`config.mk`:
```
export PLATFORM = sky130hd
export DESIGN_NAME = wb_mem_arbiter
export DESIGN_NICKNAME = d
export VERILOG_FILES = /design/src/rtl/wb_mem_arbiter_pkg.sv /design/src/rtl/wb_mem_arbiter_rr_pick.sv /design/src/rtl/wb_mem_arbiter.sv
export SDC_FILE = /design/constraint.sdc
export NUM_CORES = 1
export LEC_CHECK = 0
export CORE_AREA = 2 2 148 150
export CTS_CLUSTER_SIZE = 30
export DETAILED_ROUTE_END_ITERATION = 10
export DIE_AREA = 0 0 150 152
export GPL_ROUTABILITY_DRIVEN = 0
export GPL_TIMING_DRIVEN = 1
export HOLD_SLACK_MARGIN = 0.06
export PLACE_DENSITY = 0.6
export SYNTH_ARGS = -nofsm -noshare
export SYNTH_HDL_FRONTEND = slang
export SYNTH_SLANG_ARGS = --single-unit
```
`constraint.sdc`:
```
create_clock -name wb_clk_i -period 2.5 [get_ports wb_clk_i]
set_clock_uncertainty 0.15 [all_clocks]
set_input_delay 0.75 -clock wb_clk_i [delete_from_list [all_inputs] [get_ports wb_clk_i]]
set_output_delay 0.75 -clock wb_clk_i [all_outputs]
set_load 0.01 [all_outputs]
```
`src/rtl/wb_mem_arbiter_pkg.sv`:
```
// Shared Wishbone definitions for the main-RAM arbiter: FSM states and
// registered-feedback cycle/burst type codes.
package wb_mem_arbiter_pkg;

  typedef enum logic {
    ST_IDLE = 1'b0,
    ST_BUSY = 1'b1
  } arb_state_e;

  localparam logic [2:0] CTI_CLASSIC = 3'b000;
  localparam logic [2:0] CTI_CONST   = 3'b001;
  localparam logic [2:0] CTI_INCR    = 3'b010;
  localparam logic [2:0] CTI_END     = 3'b111;

  localparam logic [1:0] BTE_LINEAR  = 2'b00;
  localparam logic [1:0] BTE_WRAP4   = 2'b01;
  localparam logic [1:0] BTE_WRAP8   = 2'b10;
  localparam logic [1:0] BTE_WRAP16  = 2'b11;

endpackage

```
`src/rtl/wb_mem_arbiter_rr_pick.sv`:
```
// Round-robin picker: one-hot selection of the first requester at or above
// the pointer, wrapping to the lowest requester when none is found there.
module wb_arb_rr_pick #(
  parameter int N  = 3,
  parameter int PW = 2
) (
  input  logic [N-1:0]  req,
  input  logic [PW-1:0] ptr,
  output logic [N-1:0]  pick
);

  logic [N-1:0] ge_mask;
  logic [N-1:0] req_hi;
  logic [N-1:0] cand;

  // Requests at or above the pointer win; otherwise wrap to the full vector.
  assign ge_mask = ~((N'(1) << ptr) - N'(1));
  assign req_hi  = req & ge_mask;
  assign cand    = (|req_hi) ? req_hi : req;
  assign pick    = cand & (~cand + N'(1));

endmodule

```
`src/rtl/wb_mem_arbiter.sv`:
```
// Round-robin Wishbone arbiter letting several masters share one RAM slave,
// with a watchdog that terminates stalled cycles with an error.
module wb_mem_arbiter
  import wb_mem_arbiter_pkg::*;
#(
  parameter int NUM_MASTERS = 3,
  parameter int AW          = 32,
  parameter int DW          = 32,
  parameter int TIMEOUT     = 255
) (
  input  logic                        wb_clk_i,
  input  logic                        wb_rst_i,
  input  logic [NUM_MASTERS*AW-1:0]     m_adr_i,
  input  logic [NUM_MASTERS*DW-1:0]     m_dat_i,
  input  logic [NUM_MASTERS*(DW/8)-1:0] m_sel_i,
  input  logic [NUM_MASTERS-1:0]        m_we_i,
  input  logic [NUM_MASTERS-1:0]        m_cyc_i,
  input  logic [NUM_MASTERS-1:0]        m_stb_i,
  input  logic [NUM_MASTERS*3-1:0]      m_cti_i,
  input  logic [NUM_MASTERS*2-1:0]      m_bte_i,
  output logic [DW-1:0]                 m_dat_o,
  output logic [NUM_MASTERS-1:0]        m_ack_o,
  output logic [NUM_MASTERS-1:0]        m_err_o,
  output logic [NUM_MASTERS-1:0]        m_rty_o,
  output logic [AW-1:0]                 s_adr_o,
  output logic [DW-1:0]                 s_dat_o,
  output logic [DW/8-1:0]               s_sel_o,
  output logic                          s_we_o,
  output logic                          s_cyc_o,
  output logic                          s_stb_o,
  output logic [2:0]                    s_cti_o,
  output logic [1:0]                    s_bte_o,
  input  logic [DW-1:0]                 s_dat_i,
  input  logic                          s_ack_i,
  input  logic                          s_err_i,
  input  logic                          s_rty_i,
  output logic [NUM_MASTERS-1:0]        grant_o
);

  localparam int PW = (NUM_MASTERS > 1) ? $clog2(NUM_MASTERS) : 1;
  localparam int CW = (TIMEOUT > 0) ? $clog2(TIMEOUT + 1) : 1;
  localparam logic [CW-1:0] TO_LAST = CW'((TIMEOUT > 0) ? TIMEOUT - 1 : 0);
  localparam int SW = DW / 8;

  arb_state_e             state_q, state_d;
  logic [PW-1:0]          ptr_q, ptr_d;
  logic [NUM_MASTERS-1:0] grant_q, grant_d;
  logic [CW-1:0]          wd_cnt, wd_d;
  logic [NUM_MASTERS-1:0] pick;
  logic [PW-1:0]          gidx;
  logic                   stb_raw, resp, stalled, timeout_hit;

  wb_arb_rr_pick #(.N(NUM_MASTERS), .PW(PW)) u_pick (
    .req  (m_cyc_i),
    .ptr  (ptr_q),
    .pick (pick)
  );

  always_comb begin
    gidx = '0;
    for (int i = 0; i < NUM_MASTERS; i++)
      if (grant_q[i]) gidx = PW'(i);
  end

  assign stb_raw     = |(grant_q & m_stb_i);
  assign resp        = s_ack_i | s_err_i | s_rty_i;
  assign stalled     = (state_q == ST_BUSY) && stb_raw && !resp;
  assign timeout_hit = (TIMEOUT != 0) && stalled && (wd_cnt == TO_LAST);
  assign m_dat_o     = s_dat_i;
  assign grant_o     = grant_q;

  always_ff @(posedge wb_clk_i or posedge wb_rst_i) begin
    if (wb_rst_i) begin
      state_q <= ST_IDLE;
      ptr_q   <= '0;
      grant_q <= '0;
      wd_cnt  <= '0;
    end else begin
      state_q <= state_d;
      ptr_q   <= ptr_d;
      grant_q <= grant_d;
      wd_cnt  <= wd_d;
    end
  end

  always_comb begin
    state_d = state_q;
    ptr_d   = ptr_q;
    grant_d = grant_q;
    wd_d    = '0;
    s_adr_o = '0;
    s_dat_o = '0;
    s_sel_o = '0;
    s_we_o  = 1'b0;
    s_cyc_o = 1'b0;
    s_stb_o = 1'b0;
    s_cti_o = '0;
    s_bte_o = '0;
    m_ack_o = '0;
    m_err_o = '0;
    m_rty_o = '0;
    case (state_q)
      ST_IDLE: begin
        if (|m_cyc_i) begin
          grant_d = pick;
          state_d = ST_BUSY;
        end
      end
      ST_BUSY: begin
        s_cyc_o = 1'b1;
        s_stb_o = stb_raw && !timeout_hit;
        for (int i = 0; i < NUM_MASTERS; i++) begin
          if (grant_q[i]) begin
            s_adr_o = m_adr_i[i*AW +: AW];
            s_dat_o = m_dat_i[i*DW +: DW];
            s_sel_o = m_sel_i[i*SW +: SW];
            s_we_o  = m_we_i[i];
            s_cti_o = m_cti_i[i*3 +: 3];
            s_bte_o = m_bte_i[i*2 +: 2];
          end
        end
        m_ack_o = grant_q & {NUM_MASTERS{s_ack_i}};
        m_err_o = grant_q & {NUM_MASTERS{s_err_i | timeout_hit}};
        m_rty_o = grant_q & {NUM_MASTERS{s_rty_i}};
        if (stalled && !timeout_hit) wd_d = wd_cnt + CW'(1);
        // Terminations above still reach the master in its release cycle.
        if (!(|(grant_q & m_cyc_i))) begin
          state_d = ST_IDLE;
          grant_d = '0;
          ptr_d   = (gidx == PW'(NUM_MASTERS - 1)) ? '0 : gidx + PW'(1);
        end
      end
      default: state_d = ST_IDLE;
    endcase
  end

endmodule

```
Word-level counts from Yosys, hierarchy flattened
Index checks and enable logic that the tools add are counted.
- equal/unequal tests: 4
- muxes and demuxes: 41
- bitwise logic cells: 14
- reduce and logical (&&, ||, !) cells: 13
- shifts and indexed selects: 1
- $add $sub $neg: 4
- div/mod/pow operators: 0
- multipliers: 0
- $lt $le $gt $ge: 0
- operators by type and width (cell ; number):
    $mux 32 ; 8
    $mux 3 ; 10
    $and 3x3->3 ; 7
    $mux 4 ; 4
    $mux 8 ; 2
    $mux 2 ; 6
    $reduce_or 3->1 ; 4
    $mux 1 ; 9
    $add 8x1->8 const B ; 1
    $eq 8x8->1 const B ; 1
    $not 3->3 ; 2
    $pmux 3 s2 ; 1
    $logic_and 1x1->1 ; 5
    $ne 2x2->1 const B ; 2
    $reduce_and 2->1 ; 2
    $add 3x1->3 const B ; 1
    $or 1x1->1 ; 3
    $shl 1x2->3 const A ; 1
    $sub 3x2->3 const B ; 1
    $add 2x1->2 const B ; 1
    $eq 2x2->1 const B ; 1
    $logic_not 1->1 ; 2
    $not 1->1 ; 2
    $pmux 1 s2 ; 1
- bits in latches: 0
- memory bits (read-only): 0
- register bits: 14
- memory bits (writable): 0
- output and inout port bits: 120
- input bits: 265
- logic and storage cells: 81
- memories kept: 0

Longest topological paths before layout
Gate-level depths: netlist of run 1.
- depth in word-level cells: 11
- depth in mapped cells: 6
- depth with buffers taken out: 6

Hierarchy
From an unflattened synthesis of run 1, not the netlist that was laid out.
- cell total of the unflattened synthesis: 389
- area total of the unflattened synthesis: 2777.7 µm²
- modules (own cells, without submodules) (module ; area each (µm²) ; cells each ; instances ; sequential area each (µm²)):
    wb_mem_arbiter ; 2708.8 ; 378 ; 1 ; 350.3
    wb_arb_rr_pick ; 68.8 ; 11 ; 1 ; 0.0

Worst setup path before layout of run 1
OpenSTA, ideal clock, no wires.
- path kind: in2out
- from: in m_stb_i[0]
- to: out m_err_o[0]
- data arrival time: 1.465 ns
- cell stages on the path: 4
- setup slack: 0.135 ns
- buffers on the path: 0
- required time: 1.600 ns
- path through: a222oi_1 -> nor2_1 -> a31oi_1 -> nor2_1
- word-level cells in the longest chain between the ends: 8
- ends and longest elaborated chain (what ; line ; text):
    start, declared ; wb_mem_arbiter.sv:18 ; input logic [NUM_MASTERS-1:0] m_stb_i,
    $and 3x3->3 ; wb_mem_arbiter.sv:65 ; assign stb_raw = |(grant_q & m_stb_i);
    $reduce_or 3->1 ; wb_mem_arbiter.sv:65 ;
    $logic_and 1x1->1 (2 in a row) ; wb_mem_arbiter.sv:67 ; assign stalled = (state_q == ST_BUSY) && stb_raw && !resp;
    $logic_and 1x1->1 ; wb_mem_arbiter.sv:68 ; assign timeout_hit = (TIMEOUT != 0) && stalled && (wd_cnt == TO_LAST);
    $or 1x1->1 ; wb_mem_arbiter.sv:123 ; m_err_o = grant_q & {NUM_MASTERS{s_err_i | timeout_hit}};
    $and 3x3->3 ; wb_mem_arbiter.sv:123 ;
    $mux 3 ; wb_mem_arbiter.sv:102 ; case (state_q)
    end, declared ; wb_mem_arbiter.sv:23 ; output logic [NUM_MASTERS-1:0] m_err_o,
No other way between the ends.

Worst setup path after layout of run 1
- from: in m_adr_i[43]
- to: out s_adr_o[11]
- word-level cells in the longest chain between the ends: 3
- ends and longest elaborated chain (what ; line ; text):
    start, declared ; wb_mem_arbiter.sv:13 ; input logic [NUM_MASTERS*AW-1:0] m_adr_i,
    $mux 32 (2 in a row) ; wb_mem_arbiter.sv:113 ; if (grant_q[i]) begin
    $mux 32 ; wb_mem_arbiter.sv:102 ;
    end, declared ; wb_mem_arbiter.sv:25 ; output logic [AW-1:0] s_adr_o,
No other way between the ends.

==> impl_results.rst, run 1 <==
.. list-table::
   :header-rows: 1

   * - Metric
     - Value
   * - Max Root-Sink Buffers
     - 2
   * - Estimated wirelength of the detail-placed design
     - between 10 and 15 mm
   * - Endpoint arrival time on the critical path
     - around 1800 ps
   * - Element type at the critical path end
     - primary output
   * - Run status
     - finished, violations left
   * - Via Count
     - around 4,400
   * - WP data required
     - ~1600 ps
   * - Worst setup path category
     - in -> out
   * - Cell row count
     - 54
   * - Number of nets in the final layout
     - roughly 990
   * - Maximum number of pins on one net before global-route repair
     - 43
   * - Final count of negative-setup-slack endpoints
     - 72
   * - Antenna violations before repair
     - 0
   * - Number of max-capacitance violations reported
     - 0
   * - ANT cells
     - 0
   * - Number of top-level design ports
     - between 300 and 400
   * - Most frequent cells after synthesis
     - 74 x nor2b_1, 67 x nor3_1, 51 x a221oi_2, 34 x buf_4, 22 x a221oi_1
   * - P&R area growth vs syn
     - 137%
   * - Fin worst setup slack
     - -204 ps
   * - Most frequent cell after synthesis
     - nor2b_1
   * - Synth warn
     - 0
   * - Worst max-slew margin expressed relative to the limit
     - between 60% and 70%
   * - Syn Area/Cell
     - 8.11 um2
   * - Sequential element share of the synthesized area
     - between 10% and 20%
   * - Die area
     - ~0.023 mm2
   * - Clock buffers created by TritonCTS
     - 3
   * - Total track usage
     - roughly 14%
   * - Routed length per instance
     - around 18 um
   * - Startpoint types
     - input pin
   * - Count of port buffers added during placement
     - 320
   * - Maximum level of the CTS H-tree
     - 1
   * - Final Max Tran Viols
     - 0
   * - Fraction of layout instances using a drive strength above 1
     - between 30% and 40%
   * - Count of cells along the worst register-to-register path
     - 7
   * - Hold Vio Cnt, Final
     - 0
   * - Worst Hold Depth
     - 2
   * - Worst IR Drop VDD
     - 0.000357 V
   * - Setup WS pre-CTS
     - -745 ps
   * - Count of unique library cells instantiated by Yosys
     - 39
   * - First-pass GRT wire length
     - 25.3 mm
   * - Violations in the final reports
     - setup timing
   * - Antenna-violating nets left
     - 0
   * - Detailed Routing Iterations Pass 1
     - 5
   * - Via density per instance
     - 4.38
   * - Number of instances in the synthesized netlist
     - between 300 and 400
   * - Core outline area
     - between 0.02 and 0.025 mm2
   * - Primary flip-flop cell chosen by synthesis mapping
     - dfrtp_1
   * - Detailed Route WL
     - 18.0 mm
   * - Starting DRC count in detailed routing
     - 154
   * - Clock latency at the later pin of the worst-skew pair
     - approximately 240 ps
   * - Footprint of the flip-flops and latches
     - approximately 360 um2
   * - Share of synthesized flip-flops with an asynchronous set or reset
     - 100%
   * - Fmax
     - 0.370 GHz
   * - Number of nets in the synthesized netlist
     - around 650
   * - Vias in the first global route
     - approximately 4,500
   * - Cell Count Post-Placement
     - 974
   * - Clock tree from TritonCTS
     - built
   * - Leakage Power
     - 3.10 nW
   * - Initial Util
     - between 10% and 20%
   * - Largest fanout on the critical path
     - 1
   * - Main area contributors after synthesis
     - a221oi_2 24%, nor2b_1 15%, dfrtp_1 11%
   * - Total power
     - 6.25 mW
   * - Sum of overflow across all layers after global routing
     - 0
   * - Fill cell count
     - approximately 2,200
   * - DRC errors left
     - 0
   * - P per Cell Area
     - around 840 mW/mm2
   * - Yosys top cell area share
     - roughly a quarter
   * - Ratio of final minimum period to clock period
     - 108%
   * - Root buffer selected by CTS
     - clkbuf_16
   * - Horizontal die dimension
     - roughly 150 um
   * - Cell area after synthesis
     - 0.00314 mm2
   * - TritonCTS Sinks
     - 14
   * - Register bit count reported by yosys
     - 14
   * - Clock transition at path regs
     - 50 ps
   * - Number of cells in the finished layout apart from fillers
     - 1,006
   * - RSZ-0062 raised after global routing
     - yes
   * - Final critical path time including I/O delays and setup
     - between 2000 and 3000 ps
   * - Hold Buf Count CTS
     - 0
   * - Slew @ Worst Pin
     - 530 ps
   * - Die Span Y
     - 152 um
   * - Class of the tightest hold or removal check
     - reg -> reg
   * - Area leader, netlist
     - a221oi_2
   * - Number of enable flip-flop cells after synthesis
     - 0
   * - Final Util
     - a little over a third
   * - Area taken by multi-input logic gates
     - 0.00263 mm2
registers in the layout, summed over array words and instances (netlist names):
| signal | flops |
|---|---|
| wd_cnt | 8 |
| grant_o | 3 |
| state_q | 1 |
| ptr_q | 2 |
power breakdown:
part	switching (mW)	leakage (nW)	internal, mW
clock	0.0879	0.0442	0.242
sequential	0.0526	0.185	0.279
combinational	2.63	2.88	2.96
timing repair:
item / 4_1_cts / 5_1_grt
buffers inserted: 18 / 7
endpoints found under the setup margin: 85 / 84
pin swaps: 43 / 27
cloned: 5 / 3
gates resized for setup: 427 / 55
per-stage QoR:
stage                     cell area, um2  setup TNS, ps  hold slack [ps]
after detailed placement            6830         -37940              375
final                               7430          -5900              378
after floorplan                     3140              0              305
after CTS                           7160          -8780              381
after global placement              6830         -37770              367
after global routing                7430         -12190              428
routing by layer:
metal  global-route usage [%]  up-vias  share of wire [%]  routed length (um)
met5                        0        -                  0                   0
met4                     2.92        0                1.5                 264
met3                     2.70       20                8.1                1450
met2                     26.0      212                 52                9280
met1                     16.4     2061                 39                6970
li1                         -     2116                  -                   -
path summary, 6_finish.rpt:
kind                                        start                      to  slack (ps)
min in group asynchronous                wb_rst_i     wd_cnt[6]$_DFF_PP0_         700
setup / recovery                      m_adr_i[43]             s_adr_o[11]        -200
hold / removal                wd_cnt[0]$_DFF_PP0_     wd_cnt[0]$_DFF_PP0_         380
max in group asynchronous                wb_rst_i  grant_o[2]$_DFFE_PP0P_        1100
setup reg to reg           grant_o[1]$_DFFE_PP0P_     wd_cnt[7]$_DFF_PP0_         660
hold reg to reg               wd_cnt[0]$_DFF_PP0_     wd_cnt[0]$_DFF_PP0_         380
worst max-delay path: stages:
cell and delay [ps]:
clkdlybuf4s50_1 400, a221oi_1 290, nor3_1 70, dlygate4sd2_1 290
cell type report:
class / count / area share (%)
Timing Repair Buffer: 411 / 53.6
Sequential cell: 14 / 4.81
Tap cell: 280 / 4.71
Multi-Input combinational cell: 291 / 35.3
Inverter: 6 / 0.303
Clock buffer: 4 / 1.20
cells in the final DEF (no fill, tap or decap), types with 2 or more instances in the layout:
cell type | synthesis | layout
clkdlybuf4s50_1 | 0 | 193
buf_2 | 15 | 76
nor2b_1 | 74 | 74
a221oi_2 | 51 | 60
nor3_1 | 67 | 46
buf_4 | 34 | 45
dlygate4sd2_1 | 0 | 30
nor3_2 | 7 | 28
nor2_1 | 19 | 19
buf_12 | 0 | 18
buf_6 | 10 | 14
dfrtp_1 | 14 | 12
a221oi_4 | 0 | 11
dlymetal6s2s_1 | 0 | 11
buf_8 | 0 | 9
nand2_1 | 7 | 7
and3_1 | 7 | 7
clkdlybuf4s15_1 | 0 | 7
clkbuf_16 | 0 | 6
inv_1 | 5 | 5
buf_16 | 0 | 5
nand3_1 | 4 | 4
a21oi_2 | 1 | 3
xor2_1 | 3 | 3
xnor2_1 | 3 | 3
a21oi_1 | 4 | 2
a222oi_1 | 2 | 2
o21ai_0 | 2 | 2
a221oi_1 | 22 | 2
ha_1 | 2 | 2
dfrtp_4 | 0 | 2
logic make-up (layout without fill, tap and decap cells):
logic type	Yosys count	count (layout)	synth area share, %
AO/OA/AOI/OAI	92	92	35.1
buffers and inverters	82	421	16.9
adder cells (fa/ha/maj)	2	2	0.797
flip-flops	14	14	11.2
XOR/XNOR	6	6	1.67
AND/OR/NAND/NOR	191	191	34.4
Note: power is estimated with default switching activity, not from simulation.
==> inputs of run 2 (changes only) <==
- CAP_MARGIN: default -> 20
- PLACE_DENSITY: 0.6 -> 0.62
- clock period: 2.5 -> 2.4 ns (I/O delays scaled with it)
==> run 2 against run 1 <==
Against the previous run:
- non-clock buffer count rose by 37
- combinational power rose by 12%
- critical endpoint is now m_err_o[1]
- critical path type is now reg -> out
- the flow still finishes with violations (setup timing)
- register-to-register slack got worse by 180 ps
- largest power group unchanged
==> impl_results.rst, run 2 (same netlist as run 1, synthesis figures left out) <==
.. list-table::
   :header-rows: 1

   * - Metric
     - Value
   * - Run status
     - finished, violations left
   * - Violations in the final reports
     - setup timing
   * - Via density per instance
     - between 4 and 5
   * - Total power
     - ~6.9 mW
   * - Net switching share of the total power
     - a little over two fifths
   * - Via Count
     - approximately 4,600
   * - Final count of negative-setup-slack endpoints
     - 78
   * - Class of the tightest hold or removal check
     - reg -> reg
   * - Clock transition at path regs
     - approximately 50 ps
   * - Total track usage
     - 14.6%
   * - Worst IR Drop VDD
     - slightly above 0.0004 V
   * - ANT cells
     - 0
   * - DRC errors left
     - 0
   * - Number of nets in the final layout
     - 1,031
   * - Largest fanout on the critical path
     - 4
   * - Fmax
     - 0.369 GHz
   * - Antenna violations before repair
     - 0
   * - Root buffer selected by CTS
     - clkbuf_16
   * - Clock tree from TritonCTS
     - built
   * - Final total negative setup slack
     - -11,980 ps
   * - Fraction of layout instances using a drive strength above 1
     - a little over two fifths
   * - P per Cell Area
     - roughly 900 mW/mm2
   * - Core outline area
     - 0.0214 mm2
   * - First-pass GRT wire length
     - 26.3 mm
   * - Most used cells in the layout excluding fill and tap cells
     - 192 x clkdlybuf4s50_1, 74 x buf_2, 73 x buf_4, 68 x nor2b_1, 66 x a221oi_2
   * - Antenna-violating nets left
     - 0
   * - Setup WS pre-CTS
     - -804 ps
   * - Final critical path time including I/O delays and setup
     - approximately 2700 ps
   * - Clock latency at the later pin of the worst-skew pair
     - around 240 ps
   * - Endpoint arrival time on the critical path
     - between 1500 and 2000 ps
   * - Part of the total power dissipated in the clock network
     - 5.0%
   * - Hold Vio Cnt, Final
     - 0
   * - TritonCTS Sinks
     - 14
   * - Worst Hold Margin
     - between 300 and 400 ps
   * - Maximum number of pins on one net before global-route repair
     - 23
   * - Slew @ Worst Pin
     - about 550 ps
   * - Ratio of final minimum period to clock period
     - 113%
   * - P&R area growth vs syn
     - 145%
   * - Cell row count
     - 54
   * - Hold Buf Count CTS
     - 0
   * - Count of port buffers added during placement
     - 320
   * - Die Span Y
     - about 150 um
   * - Beginning of the worst hold path
     - wd_cnt[0]$_DFF_PP0_
   * - Vias in the first global route
     - approximately 4,600
   * - Max Root-Sink Buffers
     - 2
   * - Leading cell type in the layout, fill and taps excluded
     - clkdlybuf4s50_1
   * - Starting DRC count in detailed routing
     - ~180
   * - Final Max Tran Viols
     - 0
   * - Number of max-capacitance violations reported
     - 0
   * - Startpoint types
     - register
   * - Global route hottest layer
     - met2
   * - Sum of overflow across all layers after global routing
     - 0
   * - Share of power burned in combinational logic
     - ~90%
   * - Post-layout instance area
     - ~0.0077 mm2
   * - Worst max-slew margin expressed relative to the limit
     - roughly 63%
   * - Worst setup startpoint
     - grant_o[1]$_DFFE_PP0P_
   * - Largest Register
     - wd_cnt
   * - Detailed Route WL
     - ~19 mm
   * - P_int
     - roughly 4 mW
   * - Fill cell count
     - 2,235
   * - Estimated wirelength of the detail-placed design
     - about 13 mm
   * - Flip-flop count of the largest register, all copies and words added
     - 8
   * - R2R Path Start
     - grant_o[1]$_DFFE_PP0P_
   * - Worst setup path category
     - reg -> out
   * - Maximum level of the CTS H-tree
     - 1
   * - WP data required
     - around 1500 ps
   * - RSZ-0062 raised after global routing
     - yes
   * - GR met2 Demand/Resource
     - between 20% and 30%
   * - Horizontal die dimension
     - ~150 um
   * - Standard cell area after detailed placement
     - 0.00707 mm2
   * - Leakage Power
     - ~3.3 nW
   * - Routed length per instance
     - ~18 um
   * - Fin worst setup slack
     - -314 ps
   * - Detailed Routing Iterations Pass 1
     - 4
   * - Number of top-level design ports
     - ~390
   * - Element type at the critical path end
     - primary output
   * - Clock buffers created by TritonCTS
     - 3
   * - Fraction of met1 tracks used by global routing
     - roughly 17%
   * - Switching power summed over all nets
     - about 3 mW
   * - Initial Util
     - between 10 and 15%
   * - Die area
     - around 0.023 mm2
   * - Relative contribution of sequential cells to total power
     - just under 5%
   * - Global Route met3 Usage
     - between 3 and 4%
[run 2: per-layer routing]
layer	vias to the layer above	share of wire, %
li1	2196	-
met1	2145	39
met2	227	49
met3	26	9.3
met4	0	1.9
met5	-	0
[run 2: final timing paths]
| check | cells after the start | end | slack (ps) |
|---|---|---|---|
| max in group asynchronous | 2 | grant_o[2]$_DFFE_PP0P_ | 1010 |
| min in group asynchronous | 2 | ptr_q[0]$_DFFE_PP0P_ | 680 |
| worst max-delay path | 7 | m_err_o[1] | -310 |
| worst max register to register | 7 | wd_cnt[2]$_DFF_PP0_ | 480 |
| worst min-delay path | 2 | wd_cnt[0]$_DFF_PP0_ | 380 |
| worst min register to register | 2 | wd_cnt[0]$_DFF_PP0_ | 380 |
[run 2: stage by stage]
stage	utilization, %	instances
after global routing	36.1	1043
final	36.1	1043
after detailed placement	33.1	1001
after floorplan	-	387
after global placement	33.1	1001
after CTS	34.4	1032
[run 2: worst max-delay path, stage by stage, from the launching register on]
cell and delay, ps:
dfrtp_4 500, buf_6 160, a222oi_1 320, nor2_1 130, a31oi_2 190, buf_4 150
nor2_2 30, buf_2 130
[run 2: power groups by stage]
stage | Combinational, mW | Sequential (mW) | Clock [mW]
global placement | 5.57 | 0.335 | 0
detailed placement | 5.54 | 0.337 | 0
global route | 6.69 | 0.346 | 0.364
finish | 6.26 | 0.338 | 0.347
CTS | 5.82 | 0.336 | 0.355
floorplan | 2.58 | 0.342 | 0
[run 2: cell type report]
type / count / area (um2) / area share [%]
Inverter: 6 / 22.5 / 0.292
Timing Repair Buffer: 448 / 4260 / 55.3
Multi-Input combinational cell: 291 / 2630 / 34.1
Sequential cell: 14 / 358 / 4.64
Tap cell: 280 / 350 / 4.55
Clock buffer: 4 / 88.8 / 1.15
[run 2: what timing repair did]
item                       CTS  global route
setup endpoints to repair   86            84
pin swaps                   38            26
cloned                       5             3
setup buffers               25            14
gates resized for setup    441            62
